==> src/rtl/wb_dpbram_arbiter_if.sv <==
// wb_dpbram_arbiter_if: two Wishbone B4 pipelined masters plus one BRAM port, bundled for the arbiter.
interface wb_dpbram_arbiter_if #(
  parameter int DATA_WIDTH = 8,
  parameter int ADDR_WIDTH = 10
);
  logic                  i_cyc0, i_cyc1;
  logic                  i_stb0, i_stb1;
  logic                  i_we0, i_we1;
  logic [ADDR_WIDTH-1:0] i_addr0, i_addr1;
  logic [DATA_WIDTH-1:0] i_data0, i_data1;
  logic                  o_stall0, o_stall1;
  logic                  o_ack0, o_ack1;
  logic [DATA_WIDTH-1:0] o_data0, o_data1;
  logic                  o_bram_en;
  logic                  o_bram_we;
  logic [ADDR_WIDTH-1:0] o_bram_addr;
  logic [DATA_WIDTH-1:0] o_bram_din;
  logic [DATA_WIDTH-1:0] i_bram_dout;
  modport slave (
    input  i_cyc0, i_cyc1, i_stb0, i_stb1, i_we0, i_we1,
    input  i_addr0, i_addr1, i_data0, i_data1, i_bram_dout,
    output o_stall0, o_stall1, o_ack0, o_ack1, o_data0, o_data1,
    output o_bram_en, o_bram_we, o_bram_addr, o_bram_din
  );
  modport master (
    output i_cyc0, i_cyc1, i_stb0, i_stb1, i_we0, i_we1,
    output i_addr0, i_addr1, i_data0, i_data1, i_bram_dout,
    input  o_stall0, o_stall1, o_ack0, o_ack1, o_data0, o_data1,
    input  o_bram_en, o_bram_we, o_bram_addr, o_bram_din
  );
endinterface

==> src/rtl/wb_dpbram_arbiter.sv <==
// wb_dpbram_arbiter: round-robin two-master Wishbone arbiter for one BRAM port.
// Define WBDPBRAM_ARB_TIMEOUT_EN to preempt a master after HOLD_MAX granted cycles when the other waits.
module wb_dpbram_arbiter #(
  parameter int DATA_WIDTH = 8,
  parameter int ADDR_WIDTH = 10,
  parameter int HOLD_MAX   = 16
) (
  input logic                 i_clk,
  input logic                 i_reset_n,
  wb_dpbram_arbiter_if.slave  bus
);
  typedef enum logic [1:0] {IDLE, GNT0, GNT1} state_t;
  state_t     state, state_nx;
  logic       last;
  logic [1:0] ack_q;
  logic       gnt0, gnt1, acc0, acc1, preempt;
  assign gnt0 = state == GNT0;
  assign gnt1 = state == GNT1;
  assign acc0 = gnt0 & bus.i_stb0;
  assign acc1 = gnt1 & bus.i_stb1;
`ifdef WBDPBRAM_ARB_TIMEOUT_EN
  localparam int HW = $clog2(HOLD_MAX) + 1;
  logic [HW-1:0] hold;
  assign preempt = (hold == HW'(HOLD_MAX - 1)) & (gnt0 ? bus.i_cyc1 : bus.i_cyc0);
  always_ff @(posedge i_clk or negedge i_reset_n)
    if (!i_reset_n) hold <= '0;
    else hold <= (state_nx != state || state == IDLE) ? '0 : hold + HW'(1);
`else
  logic unused_hold;
  assign unused_hold = ^HOLD_MAX;
  assign preempt = 1'b0;
`endif
  always_comb begin
    state_nx = IDLE;
    unique case (state)
      IDLE:    state_nx = (bus.i_cyc0 & bus.i_cyc1) ? (last ? GNT0 : GNT1) :
                          bus.i_cyc0 ? GNT0 : bus.i_cyc1 ? GNT1 : IDLE;
      GNT0:    state_nx = (bus.i_cyc0 & !preempt) ? GNT0 : bus.i_cyc1 ? GNT1 : IDLE;
      GNT1:    state_nx = (bus.i_cyc1 & !preempt) ? GNT1 : bus.i_cyc0 ? GNT0 : IDLE;
      default: state_nx = IDLE;
    endcase
  end
  // ack_q bit n doubles as the routing tag: the ack returns to whoever issued it, not to the current owner
  always_ff @(posedge i_clk or negedge i_reset_n)
    if (!i_reset_n) begin
      state <= IDLE;
      last  <= 1'b1;
      ack_q <= '0;
    end else begin
      state <= state_nx;
      last  <= (state_nx == GNT0) ? 1'b0 : (state_nx == GNT1) ? 1'b1 : last;
      ack_q <= {acc1, acc0};
    end
  assign bus.o_stall0    = !gnt0;
  assign bus.o_stall1    = !gnt1;
  assign bus.o_bram_en   = acc0 | acc1;
  assign bus.o_bram_we   = gnt0 ? bus.i_we0 : gnt1 & bus.i_we1;
  assign bus.o_bram_addr = gnt0 ? bus.i_addr0 : gnt1 ? bus.i_addr1 : '0;
  assign bus.o_bram_din  = gnt0 ? bus.i_data0 : gnt1 ? bus.i_data1 : '0;
  assign bus.o_ack0      = ack_q[0] & bus.i_cyc0;
  assign bus.o_ack1      = ack_q[1] & bus.i_cyc1;
  assign bus.o_data0     = bus.o_ack0 ? bus.i_bram_dout : '0;
  assign bus.o_data1     = bus.o_ack1 ? bus.i_bram_dout : '0;
endmodule

==> src/flat_wrapper.sv <==
// flat-port wrapper written by rule: the top's interface ports become plain ports
module wb_dpbram_arbiter_flat 
#(
  parameter int DATA_WIDTH = 8,
  parameter int ADDR_WIDTH = 10,
  parameter int HOLD_MAX   = 16
)
  (i_clk, i_reset_n, bus_i_cyc0, bus_i_cyc1, bus_i_stb0, bus_i_stb1, bus_i_we0, bus_i_we1, bus_i_addr0, bus_i_addr1, bus_i_data0, bus_i_data1, bus_i_bram_dout, bus_o_stall0, bus_o_stall1, bus_o_ack0, bus_o_ack1, bus_o_data0, bus_o_data1, bus_o_bram_en, bus_o_bram_we, bus_o_bram_addr, bus_o_bram_din);
  wb_dpbram_arbiter_if #(.DATA_WIDTH(DATA_WIDTH), .ADDR_WIDTH(ADDR_WIDTH)) bus_i ();
  input logic i_clk;
  input logic i_reset_n;
  input wire logic [$bits(bus_i.i_cyc0)-1:0] bus_i_cyc0;
  input wire logic [$bits(bus_i.i_cyc1)-1:0] bus_i_cyc1;
  input wire logic [$bits(bus_i.i_stb0)-1:0] bus_i_stb0;
  input wire logic [$bits(bus_i.i_stb1)-1:0] bus_i_stb1;
  input wire logic [$bits(bus_i.i_we0)-1:0] bus_i_we0;
  input wire logic [$bits(bus_i.i_we1)-1:0] bus_i_we1;
  input wire logic [$bits(bus_i.i_addr0)-1:0] bus_i_addr0;
  input wire logic [$bits(bus_i.i_addr1)-1:0] bus_i_addr1;
  input wire logic [$bits(bus_i.i_data0)-1:0] bus_i_data0;
  input wire logic [$bits(bus_i.i_data1)-1:0] bus_i_data1;
  input wire logic [$bits(bus_i.i_bram_dout)-1:0] bus_i_bram_dout;
  output wire logic [$bits(bus_i.o_stall0)-1:0] bus_o_stall0;
  output wire logic [$bits(bus_i.o_stall1)-1:0] bus_o_stall1;
  output wire logic [$bits(bus_i.o_ack0)-1:0] bus_o_ack0;
  output wire logic [$bits(bus_i.o_ack1)-1:0] bus_o_ack1;
  output wire logic [$bits(bus_i.o_data0)-1:0] bus_o_data0;
  output wire logic [$bits(bus_i.o_data1)-1:0] bus_o_data1;
  output wire logic [$bits(bus_i.o_bram_en)-1:0] bus_o_bram_en;
  output wire logic [$bits(bus_i.o_bram_we)-1:0] bus_o_bram_we;
  output wire logic [$bits(bus_i.o_bram_addr)-1:0] bus_o_bram_addr;
  output wire logic [$bits(bus_i.o_bram_din)-1:0] bus_o_bram_din;
  assign bus_i.i_cyc0 = bus_i_cyc0;
  assign bus_i.i_cyc1 = bus_i_cyc1;
  assign bus_i.i_stb0 = bus_i_stb0;
  assign bus_i.i_stb1 = bus_i_stb1;
  assign bus_i.i_we0 = bus_i_we0;
  assign bus_i.i_we1 = bus_i_we1;
  assign bus_i.i_addr0 = bus_i_addr0;
  assign bus_i.i_addr1 = bus_i_addr1;
  assign bus_i.i_data0 = bus_i_data0;
  assign bus_i.i_data1 = bus_i_data1;
  assign bus_i.i_bram_dout = bus_i_bram_dout;
  assign bus_o_stall0 = bus_i.o_stall0;
  assign bus_o_stall1 = bus_i.o_stall1;
  assign bus_o_ack0 = bus_i.o_ack0;
  assign bus_o_ack1 = bus_i.o_ack1;
  assign bus_o_data0 = bus_i.o_data0;
  assign bus_o_data1 = bus_i.o_data1;
  assign bus_o_bram_en = bus_i.o_bram_en;
  assign bus_o_bram_we = bus_i.o_bram_we;
  assign bus_o_bram_addr = bus_i.o_bram_addr;
  assign bus_o_bram_din = bus_i.o_bram_din;
  wb_dpbram_arbiter #(.DATA_WIDTH(DATA_WIDTH), .ADDR_WIDTH(ADDR_WIDTH), .HOLD_MAX(HOLD_MAX)) u_core (.i_clk(i_clk), .i_reset_n(i_reset_n), .bus(bus_i));
endmodule
==> config.mk <==
export PLATFORM = sky130hd
export DESIGN_NAME = wb_dpbram_arbiter_flat
export DESIGN_NICKNAME = d
export VERILOG_FILES = /design/src/rtl/wb_dpbram_arbiter_if.sv /design/src/rtl/wb_dpbram_arbiter.sv /design/src/flat_wrapper.sv
export SDC_FILE = /design/constraint.sdc
export NUM_CORES = 1
export LEC_CHECK = 0
export CORE_ASPECT_RATIO = 0.6
export CORE_UTILIZATION = 23
export CTS_BUF_LIST = sky130_fd_sc_hd__clkbuf_2
export CTS_CLUSTER_DIAMETER = 120
export DETAILED_ROUTE_END_ITERATION = 6
export PLACE_DENSITY = 0.9
export SLEW_MARGIN = 20
export SYNTH_ARGS = -nofsm -noshare
export SYNTH_HDL_FRONTEND = slang
export SYNTH_SLANG_ARGS = --single-unit
==> constraint.sdc <==
create_clock -name i_clk -period 1.7 [get_ports i_clk]
set_input_delay 0.255 -clock i_clk [delete_from_list [all_inputs] [get_ports i_clk]]
set_output_delay 0.255 -clock i_clk [all_outputs]
set_load 0.02 [all_outputs]
==> results of run 1 <==
## worst reg2reg max path, delay by kind of cell, from the launching register on
family                   cells  cell delay (ns)
flip-flops                   1             0.42
buffers and inverters        1             0.16
adder cells (fa/ha/maj)      1             0.29
AO/OA/AOI/OAI                2             0.37
multiplexers                 1             0.18
## per-layer routing
metal  track usage  part of all wire  up-vias
li1              -                 -      453
met1        0.2103              0.41      409
met2        0.3875              0.50       54
met3       0.05833             0.084        4
met4       0.05851            0.0060        0
met5             0                 0        -
## stage by stage
stage	hold WS [ns]	total power, uW	TNS (ns)	util
detailed placement	0.4746	1185	-6.614	0.6758
finish	0.2581	1202	0	0.6445
global placement	0.4677	1160	-5.035	0.6758
global route	0.2401	1291	0	0.6445
CTS	0.2490	1230	0	0.6577
floorplan	-0.04059	710.5	0	-
## cells in the mapped netlist (all sizes together)
| cell | n | area share |
|---|---|---|
| nor2 | 2 | 0.013 |
| inv | 3 | 0.019 |
| and2 | 4 | 0.043 |
| dfrtp | 4 | 0.17 |
| dfstp | 1 | 0.045 |
| and3 | 16 | 0.17 |
| a22o | 21 | 0.31 |
| a22oi | 1 | 0.013 |
| mux2i | 1 | 0.017 |
| o21a | 1 | 0.013 |
| nand2b | 1 | 0.011 |
| buf | 4 | 0.077 |
| and2b | 1 | 0.017 |
| ha | 1 | 0.021 |
| o21ba | 1 | 0.017 |
| clkbuf | 2 | 0.013 |
| nor2b | 2 | 0.026 |
## how the worst max path moves through the flow
stage | end | depth (start not counted)
CTS | bus_o_bram_din[0] | 4
floorplan | u_core.last$_DFFE_PN1P_ | 4
global placement | bus_o_data1[6] | 3
detailed placement | bus_o_data0[4] | 3
global route | bus_o_bram_addr[1] | 4
finish | bus_o_ack1 | 3
## sequential cells by signal, summed over array words and instances, names as in the netlist
name and flops:
u_core.ack_q 2, u_core.last 1, u_core.state 2
## power by group
part / leakage, uW / switching (uW) / internal, uW / total [uW]
logic: 0.000755 / 453 / 445 / 899
clock network: 0.0000166 / 51.5 / 62.3 / 114
registers: 0.0000595 / 33.6 / 156 / 189
total: 0.000831 / 538 / 663 / 1200
## logic make-up (layout without fill, tap and decap cells)
family,Yosys count,in the layout,share of synthesized area
AO/OA/AOI/OAI,24,24,0.3569
adder cells (fa/ha/maj),1,1,0.02136
buffers and inverters,9,107,0.1090
flip-flops,5,5,0.2158
multiplexers,1,1,0.01709
AND/OR/NAND/NOR,26,27,0.2799
## timing repair
item,4_1_cts,5_1_grt
gates resized for setup,97,10
buffers inserted,2,1
gates cloned,1,0
setup endpoints to repair,40,9
## final cells by class
| class | count | area share |
|---|---|---|
| repair buffers | 100 | 0.5891 |
| well taps | 30 | 0.02558 |
| flip-flops and latches | 5 | 0.08781 |
| multi-input cells | 53 | 0.2762 |
| clock buffers | 4 | 0.01364 |
| inverters | 3 | 0.007673 |
==> report_table.html, run 1 <==
<table>
<tr><th>Metric</th><th>Value</th></tr>
<tr><th colspan="2">CTS</th></tr>
<tr><td>Level count of the clock H-tree</td><td>1</td></tr>
<tr><td>Clock insertion delay at the later pin of the skew report</td><td>approximately 0.22 ns</td></tr>
<tr><td>Library cell used as clock root buffer</td><td>clkbuf_2</td></tr>
<tr><td>CTS buffer count</td><td>3</td></tr>
<tr><td>Maximum count of clock buffers along a single path</td><td>2</td></tr>
<tr><td>CTS tree</td><td>yes</td></tr>
<tr><td>Clock-pin slew on the worst setup and hold paths</td><td>approximately 0.06 ns</td></tr>
<tr><td>Hold-fix buffers at CTS</td><td>0</td></tr>
<tr><td>TritonCTS Sinks</td><td>5</td></tr>
<tr><th colspan="2">Worst hold path</th></tr>
<tr><td>Class of the most critical hold timing path</td><td>in -&gt; async</td></tr>
<tr><th colspan="2">Detailed routing</th></tr>
<tr><td>First-pass DRT Iterations</td><td>4</td></tr>
<tr><td>Via Count</td><td>920</td></tr>
<tr><td>Detailed-route vias per instance</td><td>4.718</td></tr>
<tr><td>Routed len/inst</td><td>roughly 15 um</td></tr>
<tr><td>Remaining antenna violation count after routing</td><td>0</td></tr>
<tr><td>Routed wire length</td><td>around 2800 um</td></tr>
<tr><td>DRC violation total after the first TritonRoute iteration</td><td>18</td></tr>
<tr><td>Number of remaining DRC errors</td><td>0</td></tr>
<tr><th colspan="2">Logic synthesis</th></tr>
<tr><td>Sequential share of the synthesized area</td><td>0.2158</td></tr>
<tr><td>Number of flip-flops and latches in the synthesized netlist</td><td>5</td></tr>
<tr><td>Post-Synthesis Mean Instance Area</td><td>roughly 8.9 um2</td></tr>
<tr><td>Number of unique standard cell types used by synthesis</td><td>19</td></tr>
<tr><td>Net count after synthesis</td><td>between 100 and 150</td></tr>
<tr><td>Yosys warns</td><td>0</td></tr>
<tr><td>Synthesized cell area</td><td>585.6 um2</td></tr>
<tr><td>Cell count after synthesis</td><td>66</td></tr>
<tr><th colspan="2">Worst setup path</th></tr>
<tr><td>Worst reg-to-reg setup slack</td><td>approximately 0.21 ns</td></tr>
<tr><td>Buffers and inverters on the worst path</td><td>2</td></tr>
<tr><td>Largest incremental delay on the critical path</td><td>around 0.59 ns</td></tr>
<tr><td>Crit path DAT</td><td>approximately 1.4 ns</td></tr>
<tr><td>Top delay family on crit path</td><td>buffers and inverters</td></tr>
<tr><td>Required time of the critical path</td><td>1.44 ns</td></tr>
<tr><td>Cell with the biggest individual delay on the critical path</td><td>clkdlybuf4s50_1</td></tr>
<tr><td>Number of cell instances on the worst register-to-register path</td><td>5</td></tr>
<tr><td>Endpoint kind of the worst setup timing path</td><td>primary output</td></tr>
<tr><td>Classification of the worst setup path</td><td>in -&gt; out</td></tr>
<tr><td>CP Cell Sequence</td><td>dlygate4sd2_1 -&gt; and2_1 -&gt; clkdlybuf4s50_1</td></tr>
<tr><td>Worst setup path startpoint</td><td>bus_i_cyc1</td></tr>
<tr><td>Startpoint of the worst register-to-register path</td><td>u_core.state[0]$_DFF_PN0_</td></tr>
<tr><td>CP max FO</td><td>10</td></tr>
<tr><td>Reg-to-Reg End</td><td>u_core.last$_DFFE_PN1P_</td></tr>
<tr><td>Sort of element at the start of the critical path</td><td>input port</td></tr>
<tr><th colspan="2">STA</th></tr>
<tr><td>Unrepaired setup endpoints after global routing</td><td>false</td></tr>
<tr><td>Worst max-slew margin expressed relative to the limit</td><td>0.8234</td></tr>
<tr><td>Number of setup violations in the final report</td><td>0</td></tr>
<tr><td>Slew at the pin closest to its max-slew limit</td><td>roughly 0.26 ns</td></tr>
<tr><td>Endpoints failing hold</td><td>0</td></tr>
<tr><td>Pins over their slew limit</td><td>0</td></tr>
<tr><td>Final critical path time including I/O delays and setup</td><td>between 1.5 and 2 ns</td></tr>
<tr><td>Tcrit/Tclk final</td><td>0.9516</td></tr>
<tr><td>Post-route worst setup slack</td><td>0.08223 ns</td></tr>
<tr><td>Achievable frequency</td><td>around 600 MHz</td></tr>
<tr><td>Post-Route Skew</td><td>about 0.002 ns</td></tr>
<tr><th colspan="2">Layout</th></tr>
<tr><td>Fraction of layout instances using a drive strength above 1</td><td>0.2545</td></tr>
<tr><td>Footprint of the flip-flops and latches</td><td>approximately 130 um2</td></tr>
<tr><td>Total non-filler cell area in the finished layout</td><td>0.001468 mm2</td></tr>
<tr><td>Area used by multi-input combinational logic</td><td>between 400 and 500 um2</td></tr>
<tr><td>Count of placed standard cells in the final layout, fillers left out</td><td>between 150 and 200</td></tr>
<tr><td>Commonest cells after routing, fill and taps aside</td><td>clkdlybuf4s50_1 (50), a22o_1 (21), buf_2 (20)</td></tr>
<tr><td>Final-layout fill cell count</td><td>200</td></tr>
<tr><td>Area growth from synthesis to final layout</td><td>150.6%</td></tr>
<tr><td>Total Nets Final</td><td>219</td></tr>
<tr><td>Most common cell after layout, fill and taps aside</td><td>clkdlybuf4s50_1</td></tr>
<tr><td>Diodes inserted</td><td>0</td></tr>
<tr><th colspan="2">Placement</th></tr>
<tr><td>Total instance count after detailed placement</td><td>between 150 and 200</td></tr>
<tr><td>Pre-CTS WS</td><td>-0.2394 ns</td></tr>
<tr><td>Count of port buffers added during placement</td><td>91</td></tr>
<tr><td>Placed cell areas</td><td>0.001539 mm2</td></tr>
<tr><td>Final weighted congestion in routability-driven placement</td><td>approximately 0.75</td></tr>
<tr><th colspan="2">Global routing</th></tr>
<tr><td>Maximum number of pins on one net before global-route repair</td><td>23</td></tr>
<tr><td>Global route overflow</td><td>0</td></tr>
<tr><td>Global-route usage over all layers</td><td>0.1964</td></tr>
<tr><td>Vias in the first global route</td><td>between 800 and 900</td></tr>
<tr><td>Number of antenna violations at the first check in global routing</td><td>0</td></tr>
<tr><td>Wire length of the first global-routing pass</td><td>3788 um</td></tr>
<tr><th colspan="2">Status</th></tr>
<tr><td>Result of the run</td><td>completed</td></tr>
<tr><th colspan="2">Floorplan</th></tr>
<tr><td>Width of the chip</td><td>around 67 um</td></tr>
<tr><td>Initial standard-cell utilization of the core</td><td>0.2571</td></tr>
<tr><td>Overall die area</td><td>~0.0028 mm2</td></tr>
<tr><td>Total I/O pin count</td><td>92</td></tr>
<tr><td>Chip Height</td><td>just over 40 um</td></tr>
<tr><td>Core region area</td><td>between 0.002 and 0.0025 mm2</td></tr>
<tr><td>Std cell rows</td><td>13</td></tr>
<tr><th colspan="2">Flow run</th></tr>
<tr><td>Maximum capacitance violations</td><td>0</td></tr>
<tr><th colspan="2">Pwr</th></tr>
<tr><td>Power per Cell Area</td><td>a little over 800 mW/mm2</td></tr>
<tr><td>Lkg Pwr</td><td>around 0.00083 uW</td></tr>
<tr><td>Peak VDD IR</td><td>0.3583 mV</td></tr>
</table>
Power figures use the tool's default switching activity.
==> inputs of run 2 (changes only) <==
- ABC_AREA: unset -> 1
- CORE_UTILIZATION: 23 -> 25
- PLACE_DENSITY: 0.9 -> 0.82
- SKIP_LAST_GASP: unset -> 1
==> report_table.html, run 2 <==
<table>
<tr><th>Metric</th><th>Value</th></tr>
<tr><th colspan="2">Logic synthesis</th></tr>
<tr><td>Leading area contributor after synthesis</td><td>nand2_1</td></tr>
<tr><td>Sequential share of the synthesized area</td><td>0.1853 (-0.03049)</td></tr>
<tr><td>Most common cell in the netlist</td><td>nand2_1</td></tr>
<tr><td>Main flop type after synthesis</td><td>dfrtp_1</td></tr>
<tr><td>Number of flip-flops and latches in the synthesized netlist</td><td>5 (unchanged)</td></tr>
<tr><td>Post-Synthesis Mean Instance Area</td><td>5.286 um2 (-40%)</td></tr>
<tr><td>Synthesized cell area</td><td>681.9 um2 (+16%)</td></tr>
<tr><td>Number of unique standard cell types used by synthesis</td><td>17 (-2)</td></tr>
<tr><td>Net count after synthesis</td><td>182 (+53%)</td></tr>
<tr><td>Share of the synthesized area in the top cell type</td><td>0.2642 (-0.04988)</td></tr>
<tr><td>Yosys warns</td><td>0 (unchanged)</td></tr>
<tr><td>Count of flip-flops with a built-in enable after synthesis</td><td>0 (unchanged)</td></tr>
<tr><td>Most frequent cells after synthesis</td><td>nand2_1 (48), nand3_1 (22), nor2_1 (21)</td></tr>
<tr><td>Biggest area contributors in the synthesized netlist</td><td>nand2_1 (26%), nand3_1 (16%), dfrtp_1 (15%)</td></tr>
<tr><td>Share of flip-flops with an asynchronous set or reset</td><td>1.000 (unchanged)</td></tr>
<tr><td>Cell count after synthesis</td><td>129 (+95%)</td></tr>
<tr><th colspan="2">Layout</th></tr>
<tr><td>Most common cell after layout, fill and taps aside</td><td>clkdlybuf4s50_1</td></tr>
<tr><td>Final-layout fill cell count</td><td>263 (+32%)</td></tr>
<tr><td>Total Nets Final</td><td>282 (+29%)</td></tr>
<tr><td>Area growth from synthesis to final layout</td><td>136.3%</td></tr>
<tr><td>Commonest cells after routing, fill and taps aside</td><td>clkdlybuf4s50_1 (51), nand2_1 (46), dlygate4sd2_1 (23)</td></tr>
<tr><td>Fraction of layout instances using a drive strength above 1</td><td>0.1711 (-0.08349)</td></tr>
<tr><td>Largest registers</td><td>u_core.ack_q: 2 flops, u_core.state: 2 flops, u_core.last: 1 flops</td></tr>
<tr><td>Diodes inserted</td><td>0 (unchanged)</td></tr>
<tr><th colspan="2">Status</th></tr>
<tr><td>Result of the run</td><td>completed</td></tr>
<tr><th colspan="2">CTS</th></tr>
<tr><td>CTS buffer count</td><td>3 (unchanged)</td></tr>
<tr><td>Clock-pin slew on the worst setup and hold paths</td><td>0.05 ns (about the same)</td></tr>
<tr><td>Library cell used as clock root buffer</td><td>clkbuf_2</td></tr>
<tr><td>Hold-fix buffers at CTS</td><td>0 (unchanged)</td></tr>
<tr><td>Level count of the clock H-tree</td><td>1 (unchanged)</td></tr>
<tr><td>Maximum count of clock buffers along a single path</td><td>2 (unchanged)</td></tr>
<tr><td>Clock insertion delay at the later pin of the skew report</td><td>0.21 ns (about the same)</td></tr>
<tr><td>CTS tree</td><td>yes</td></tr>
<tr><td>TritonCTS Sinks</td><td>5 (unchanged)</td></tr>
<tr><th colspan="2">Detailed routing</th></tr>
<tr><td>Routed wire length</td><td>2546 um (-10%)</td></tr>
<tr><td>DRC violation total after the first TritonRoute iteration</td><td>23 (+5)</td></tr>
<tr><td>Routed len/inst</td><td>9.792 um (-33%)</td></tr>
<tr><td>Via Count</td><td>1090 (+18%)</td></tr>
<tr><td>Number of remaining DRC errors</td><td>0 (unchanged)</td></tr>
<tr><td>Detailed-route vias per instance</td><td>4.192 (-11%)</td></tr>
<tr><td>Remaining antenna violation count after routing</td><td>0 (unchanged)</td></tr>
<tr><td>First-pass DRT Iterations</td><td>4 (unchanged)</td></tr>
<tr><th colspan="2">Pwr</th></tr>
<tr><td>Switching component of the power</td><td>859.8 uW (+60%)</td></tr>
<tr><td>Cell internal pwr</td><td>790.5 uW (+19%)</td></tr>
<tr><td>Lkg Pwr</td><td>0.0009527 uW (+15%)</td></tr>
<tr><td>Peak VDD IR</td><td>0.6965 mV (+94%)</td></tr>
<tr><td>Part of the total power dissipated in combinational logic</td><td>0.808 (+0.060)</td></tr>
<tr><td>Clock power frac</td><td>0.064 (-0.031)</td></tr>
<tr><td>Seq pwr share</td><td>0.128 (-0.029)</td></tr>
<tr><td>Power per Cell Area</td><td>1024 mW/mm2 (+25%)</td></tr>
<tr><td>Switching fraction of total power</td><td>0.5210 (+0.07298)</td></tr>
<tr><th colspan="2">STA</th></tr>
<tr><td>Endpoints failing hold</td><td>0 (unchanged)</td></tr>
<tr><td>Final critical path time including I/O delays and setup</td><td>1.613 ns (-0.004341 ns)</td></tr>
<tr><td>Pins over their slew limit</td><td>0 (unchanged)</td></tr>
<tr><td>Number of setup violations in the final report</td><td>0 (unchanged)</td></tr>
<tr><td>Post-Route Skew</td><td>0.0007295 ns (-0.001222 ns)</td></tr>
<tr><td>Tcrit/Tclk final</td><td>0.9491 (-0.002553)</td></tr>
<tr><td>Slew at the pin closest to its max-slew limit</td><td>0.2137 ns (-0.05121 ns)</td></tr>
<tr><td>Worst max-slew margin expressed relative to the limit</td><td>0.8571 (+0.03369)</td></tr>
<tr><td>TNS Setup</td><td>0 ns (unchanged)</td></tr>
<tr><td>Unrepaired setup endpoints after global routing</td><td>true</td></tr>
<tr><td>Achievable frequency</td><td>619.8 MHz (+0.27%)</td></tr>
<tr><td>Post-route worst setup slack</td><td>0.08657 ns (+0.004340 ns)</td></tr>
<tr><th colspan="2">Placement</th></tr>
<tr><td>Pre-CTS WS</td><td>-0.2583 ns (-0.01890 ns)</td></tr>
<tr><td>Final weighted congestion in routability-driven placement</td><td>0.7296 (-3.1%)</td></tr>
<tr><td>Count of port buffers added during placement</td><td>91 (unchanged)</td></tr>
<tr><td>Total half-perimeter wirelength after legalization and detailed placement</td><td>between 2000 and 2500 um</td></tr>
<tr><th colspan="2">Worst hold path</th></tr>
<tr><td>Class of the most critical hold timing path</td><td>in -&gt; async</td></tr>
<tr><th colspan="2">Worst setup path</th></tr>
<tr><td>Endpoint kind of the worst setup timing path</td><td>primary output</td></tr>
<tr><td>Sort of element at the start of the critical path</td><td>register</td></tr>
<tr><td>Largest incremental delay on the critical path</td><td>0.44 ns (-0.15 ns)</td></tr>
<tr><td>Crit path DAT</td><td>1.36 ns (about the same)</td></tr>
<tr><td>CP max FO</td><td>14 (+4)</td></tr>
<tr><td>Required time of the critical path</td><td>1.44 ns (about the same)</td></tr>
<tr><td>CP Cell Sequence</td><td>inv_2 -&gt; buf_12 -&gt; nand3_1 -&gt; nand2_1 -&gt; dlygate4sd2_1</td></tr>
<tr><td>Cell with the biggest individual delay on the critical path</td><td>dfrtp_2</td></tr>
<tr><td>Classification of the worst setup path</td><td>reg -&gt; out</td></tr>
<tr><th colspan="2">Floorplan</th></tr>
<tr><td>Total I/O pin count</td><td>92 (unchanged)</td></tr>
<tr><td>Initial standard-cell utilization of the core</td><td>0.2685 (+0.01133)</td></tr>
<tr><td>Overall die area</td><td>0.002947 mm2 (+6.9%)</td></tr>
<tr><td>Std cell rows</td><td>14 (+1)</td></tr>
<tr><td>Width of the chip</td><td>69.43 um (+3.4%)</td></tr>
<tr><td>Core region area</td><td>0.002540 mm2 (+12%)</td></tr>
<tr><td>Chip Height</td><td>42.46 um (+3.3%)</td></tr>
<tr><th colspan="2">Global routing</th></tr>
<tr><td>Global-route usage over all layers</td><td>0.1714 (-0.02506)</td></tr>
<tr><td>Wire length of the first global-routing pass</td><td>4112 um (+8.6%)</td></tr>
<tr><td>Vias in the first global route</td><td>927 (+7.7%)</td></tr>
<tr><td>Global route overflow</td><td>0 (unchanged)</td></tr>
<tr><td>Maximum number of pins on one net before global-route repair</td><td>21 (-8.7%)</td></tr>
<tr><td>Number of antenna violations at the first check in global routing</td><td>0 (unchanged)</td></tr>
<tr><th colspan="2">Flow run</th></tr>
<tr><td>Maximum capacitance violations</td><td>0 (unchanged)</td></tr>
</table>
==> run 2: cell types whose count changed after synthesis, sizes merged, moves of 2 or more <==
cell,change
nand3,+23
nor2,+19
nor2b,-2
clkbuf,-2
nand2,+50
and2,-4
and3,-16
a22o,-21
buf,+4
inv,+15
==> run 2: cell families (layout without fill, tap and decap cells) <==
kind of cell | Yosys count | count (layout) | share of synthesized area
adders and majority gates | 1 | 1 | 0.01835
DFF | 5 | 5 | 0.1853
and+or+nand+nor | 95 | 95 | 0.5908
buffers and inverters | 26 | 125 | 0.1890
AOI/OAI and AO/OA | 2 | 2 | 0.01651
==> run 2: per-layer routing <==
metal	up-vias	global-route usage	part of all wire
met2	54	0.2524	0.42
met3	0	0.04327	0.092
met4	0	0.01224	0
met1	449	0.2580	0.49
met5	-	0	0
li1	587	-	-
==> run 2: final timing paths <==
kind / slack (ns) / end / startpoint / depth (start not counted)
setup / recovery: 0.09 / bus_o_bram_din[1] / u_core.state[1]$_DFF_PN0_ / 5
hold / removal: 0.26 / u_core.ack_q[0]$_DFF_PN0_ / i_reset_n / 1
setup reg to reg: 0.20 / u_core.last$_DFFE_PN1P_ / u_core.state[0]$_DFF_PN0_ / 6
hold reg to reg: 0.54 / u_core.last$_DFFE_PN1P_ / u_core.last$_DFFE_PN1P_ / 2
max in group asynchronous: 1.19 / u_core.last$_DFFE_PN1P_ / i_reset_n / 1
min in group i_clk: 0.54 / u_core.last$_DFFE_PN1P_ / u_core.last$_DFFE_PN1P_ / 2
==> run 2: area by class of cell <==
cell class	count	area (um2)	area share
Clock buffer	4	20.02	0.01242
Inverter	18	72.57	0.04503
Multi-Input combinational cell	98	431.7	0.2679
Sequential cell	5	127.6	0.07919
Tap cell	32	40.04	0.02484
Timing Repair Buffer	103	919.6	0.5707
==> run 2: power by group through the flow <==
stage	clock [uW]	combinational, uW	sequential (uW)
3_5_place_dp	0	1510	208
3_3_place_gp	0	1500	209
2_1_floorplan	0	824	196
5_1_grt	124	1460	216
4_1_cts	111	1350	207
6_report	106	1330	211
==> run 2: what timing repair did <==
item / CTS / global route
gates resized for setup: 40 / 34
setup buffers: 0 / 0
setup endpoints to repair: 40 / 37
==> run 2: critical path: cells and delay by family, from the launching register on <==
kind | cells | cell delay [ns]
buffers and inverters | 3 | 0.59
DFF | 1 | 0.44
and+or+nand+nor | 2 | 0.12
==> run 2: metrics by stage <==
step | power [uW] | util | cells | hold slack (ns) | instance area, um2
floorplan | 1020 | - | 129 | -0.04059 | 681.9
global placement | 1711 | 0.6601 | 256 | 0.4819 | 1677
detailed placement | 1721 | 0.6601 | 256 | 0.4892 | 1677
CTS | 1667 | 0.6483 | 260 | 0.2555 | 1647
global route | 1800 | 0.6345 | 260 | 0.2467 | 1612
finish | 1650 | 0.6345 | 260 | 0.2589 | 1612
==> inputs of run 3 (changes only) <==
- GPL_ROUTABILITY_DRIVEN: unset -> 0
- clock period: 1.7 -> 1.79 ns (I/O delays scaled with it)
==> report_table.html, run 3 (synthesis results as in run 2) <==
<table>
<tr><th>Metric</th><th>Value</th></tr>
<tr><th colspan="2">Status</th></tr>
<tr><td>Result of the run</td><td>completed</td></tr>
<tr><th colspan="2">Layout</th></tr>
<tr><td>Most common cell after layout, fill and taps aside</td><td>clkdlybuf4s50_1</td></tr>
<tr><td>Diodes inserted</td><td>0 (unchanged)</td></tr>
<tr><td>Final-layout fill cell count</td><td>250 (-4.9%)</td></tr>
<tr><td>Total Nets Final</td><td>279 (-1.1%)</td></tr>
<tr><td>Area growth from synthesis to final layout</td><td>140.4%</td></tr>
<tr><td>Count of placed standard cells in the final layout, fillers left out</td><td>257 (-1.2%)</td></tr>
<tr><td>Commonest cells after routing, fill and taps aside</td><td>clkdlybuf4s50_1 (51), nand2_1 (46), dlygate4sd2_1 (38)</td></tr>
<tr><td>Largest registers</td><td>u_core.ack_q: 2 flops, u_core.state: 2 flops, u_core.last: 1 flops</td></tr>
<tr><td>Fraction of layout instances using a drive strength above 1</td><td>0.09778 (-0.07327)</td></tr>
<tr><th colspan="2">STA</th></tr>
<tr><td>Pins over their slew limit</td><td>0 (unchanged)</td></tr>
<tr><td>Number of setup violations in the final report</td><td>0 (unchanged)</td></tr>
<tr><td>Slew at the pin closest to its max-slew limit</td><td>0.2284 ns (+0.01473 ns)</td></tr>
<tr><td>Final critical path time including I/O delays and setup</td><td>around 1.7 ns</td></tr>
<tr><td>Post-route worst setup slack</td><td>0.1187 ns (+0.03215 ns)</td></tr>
<tr><td>Endpoints failing hold</td><td>0 (unchanged)</td></tr>
<tr><td>Worst max-slew margin expressed relative to the limit</td><td>0.8475 (-0.009619)</td></tr>
<tr><td>Achievable frequency</td><td>598.3 MHz</td></tr>
<tr><td>Tcrit/Tclk final</td><td>0.9337</td></tr>
<tr><td>Unrepaired setup endpoints after global routing</td><td>true</td></tr>
<tr><td>Post-Route Skew</td><td>0.006485 ns (+0.005755 ns)</td></tr>
<tr><th colspan="2">Worst setup path</th></tr>
<tr><td>Endpoint kind of the worst setup timing path</td><td>primary output</td></tr>
<tr><td>Last element of the critical path</td><td>bus_o_bram_addr[2]</td></tr>
<tr><td>Sort of element at the start of the critical path</td><td>register</td></tr>
<tr><td>Reg-to-Reg End</td><td>u_core.last$_DFFE_PN1P_</td></tr>
<tr><td>Crit path DAT</td><td>1.40 ns (+0.04 ns)</td></tr>
<tr><td>Number of cell instances on the worst register-to-register path</td><td>6 (unchanged)</td></tr>
<tr><td>Largest incremental delay on the critical path</td><td>0.44 ns (about the same)</td></tr>
<tr><td>Worst setup path startpoint</td><td>u_core.state[1]$_DFF_PN0_</td></tr>
<tr><td>Cell with the biggest individual delay on the critical path</td><td>dfrtp_1</td></tr>
<tr><td>Classification of the worst setup path</td><td>reg -&gt; out</td></tr>
<tr><td>Startpoint of the worst register-to-register path</td><td>u_core.state[0]$_DFF_PN0_</td></tr>
<tr><td>Worst reg-to-reg setup slack</td><td>0.28 ns (+0.08 ns)</td></tr>
<tr><td>Required time of the critical path</td><td>1.52 ns (+0.08 ns)</td></tr>
<tr><td>CP Cell Sequence</td><td>inv_2 -&gt; buf_4 -&gt; nand3_1 -&gt; nand2_1 -&gt; dlygate4sd2_1</td></tr>
<tr><td>CP max FO</td><td>5 (-9)</td></tr>
<tr><th colspan="2">CTS</th></tr>
<tr><td>Clock insertion delay at the later pin of the skew report</td><td>0.22 ns (about the same)</td></tr>
<tr><td>Clock-pin slew on the worst setup and hold paths</td><td>0.06 ns (about the same)</td></tr>
<tr><td>CTS tree</td><td>yes</td></tr>
<tr><td>Maximum count of clock buffers along a single path</td><td>2 (unchanged)</td></tr>
<tr><td>CTS buffer count</td><td>3 (unchanged)</td></tr>
<tr><td>Library cell used as clock root buffer</td><td>clkbuf_2</td></tr>
<tr><td>TritonCTS Sinks</td><td>5 (unchanged)</td></tr>
<tr><td>Level count of the clock H-tree</td><td>1 (unchanged)</td></tr>
<tr><td>Hold-fix buffers at CTS</td><td>0 (unchanged)</td></tr>
<tr><th colspan="2">Floorplan</th></tr>
<tr><td>Initial standard-cell utilization of the core</td><td>0.2685 (unchanged)</td></tr>
<tr><td>Core region area</td><td>0.002540 mm2 (unchanged)</td></tr>
<tr><td>Std cell rows</td><td>14 (unchanged)</td></tr>
<tr><td>Chip Height</td><td>42.46 um (unchanged)</td></tr>
<tr><td>Overall die area</td><td>0.002947 mm2 (unchanged)</td></tr>
<tr><td>Width of the chip</td><td>69.43 um (unchanged)</td></tr>
<tr><td>Total I/O pin count</td><td>92 (unchanged)</td></tr>
<tr><th colspan="2">Placement</th></tr>
<tr><td>Total half-perimeter wirelength after legalization and detailed placement</td><td>2087 um (-3.2%)</td></tr>
<tr><td>Pre-CTS WS</td><td>-0.2181 ns (+0.04020 ns)</td></tr>
<tr><td>Total instance count after detailed placement</td><td>253 (-1.2%)</td></tr>
<tr><td>Count of port buffers added during placement</td><td>91 (unchanged)</td></tr>
<tr><th colspan="2">Detailed routing</th></tr>
<tr><td>First-pass DRT Iterations</td><td>4 (unchanged)</td></tr>
<tr><td>DRC violation total after the first TritonRoute iteration</td><td>22 (-4.3%)</td></tr>
<tr><td>Number of remaining DRC errors</td><td>0 (unchanged)</td></tr>
<tr><td>Routed wire length</td><td>2600 um (+2.1%)</td></tr>
<tr><td>Detailed-route vias per instance</td><td>4.261 (+1.6%)</td></tr>
<tr><td>Via Count</td><td>1095 (+0.46%)</td></tr>
<tr><td>Remaining antenna violation count after routing</td><td>0 (unchanged)</td></tr>
<tr><td>Routed len/inst</td><td>10.12 um (+3.3%)</td></tr>
<tr><th colspan="2">Pwr</th></tr>
<tr><td>Peak VDD IR</td><td>0.6835 mV (-1.9%)</td></tr>
<tr><td>Power per Cell Area</td><td>953.5 mW/mm2 (-6.9%)</td></tr>
<tr><td>Lkg Pwr</td><td>0.0009911 uW (+4.0%)</td></tr>
<tr><th colspan="2">Global routing</th></tr>
<tr><td>Wire length of the first global-routing pass</td><td>4257 um (+3.5%)</td></tr>
<tr><td>Vias in the first global route</td><td>982 (+5.9%)</td></tr>
<tr><td>Maximum number of pins on one net before global-route repair</td><td>21 (unchanged)</td></tr>
<tr><td>Global route overflow</td><td>0 (unchanged)</td></tr>
<tr><td>Number of antenna violations at the first check in global routing</td><td>0 (unchanged)</td></tr>
<tr><td>Global-route usage over all layers</td><td>0.1788 (+0.007478)</td></tr>
<tr><th colspan="2">Worst hold path</th></tr>
<tr><td>Class of the most critical hold timing path</td><td>in -&gt; async</td></tr>
<tr><th colspan="2">Flow run</th></tr>
<tr><td>Maximum capacitance violations</td><td>0 (unchanged)</td></tr>
</table>
==> run 3: cell types whose count changed in the layout (fill, tap and decap cells not counted) <==
cell,before,now
clkbuf_2,17,4
dfrtp_2,1,0
buf_4,11,8
dlygate4sd2_1,23,38
dfrtp_1,3,4
clkdlybuf4s15_1,4,0
dlymetal6s2s_1,0,2
==> run 3: worst max-delay path, delay by kind of cell, from the launching register on <==
family / cells / cell delay, ns
buffers and inverters: 3 / 0.60
DFF: 1 / 0.44
and+or+nand+nor: 2 / 0.14
==> run 3: metrics by stage <==
stage | area, um2 | utilization | hold WS (ns) | power (uW) | setup TNS, ns
floorplan | 681.9 | - | -0.02709 | 968.9 | 0
global placement | 1654 | 0.6512 | 0.4933 | 1587 | -2.546
detailed placement | 1654 | 0.6512 | 0.5001 | 1599 | -3.151
CTS | 1629 | 0.6414 | 0.2402 | 1580 | -0.002593
global route | 1639 | 0.6453 | 0.2439 | 1702 | -0.009937
finish | 1639 | 0.6453 | 0.2523 | 1563 | 0
==> run 3: what timing repair did <==
action | 4_1_cts | 5_1_grt
resized for setup | 39 | 4
setup endpoints to repair | 38 | 6
buffers inserted | 0 | 0
==> run 3: area by class of cell <==
class	count	area (um2)	area share
inverters	18	72.57	0.04427
multi-input cells	98	431.7	0.2634
repair buffers	100	948.4	0.5786
well taps	32	40.04	0.02443
clock buffers	4	20.02	0.01221
flip-flops and latches	5	126.4	0.07710
==> run 3: report_power, final <==
group          leakage, uW  internal (uW)  total, uW  switching [uW]
sequential       0.0000626            162        205            42.4
combinational     0.000912            527       1250             724
clock            0.0000166           59.1        107            47.5
total             0.000991            749       1560             814
==> run 3: worst min path at each step <==
stage                            start                   endpoint  slack (ns)
2_1_floorplan                i_reset_n  u_core.ack_q[0]$_DFF_PN0_       -0.03
3_3_place_gp   u_core.last$_DFFE_PN1P_    u_core.last$_DFFE_PN1P_        0.49
3_5_place_dp                 i_reset_n  u_core.ack_q[0]$_DFF_PN0_        0.50
4_1_cts                      i_reset_n  u_core.state[0]$_DFF_PN0_        0.24
5_1_grt                      i_reset_n  u_core.state[1]$_DFF_PN0_        0.24
6_report                     i_reset_n  u_core.state[0]$_DFF_PN0_        0.25
==> run 3: layer usage <==
metal  part of all wire  GRT usage  up-vias  wire (um)
met3              0.092    0.06250        3        240
met2               0.41     0.2777       51       1058
li1                   -          -      582          -
met4             0.0065    0.04490        0         17
met1               0.49     0.2369      459       1284
met5                  0          0        -          0
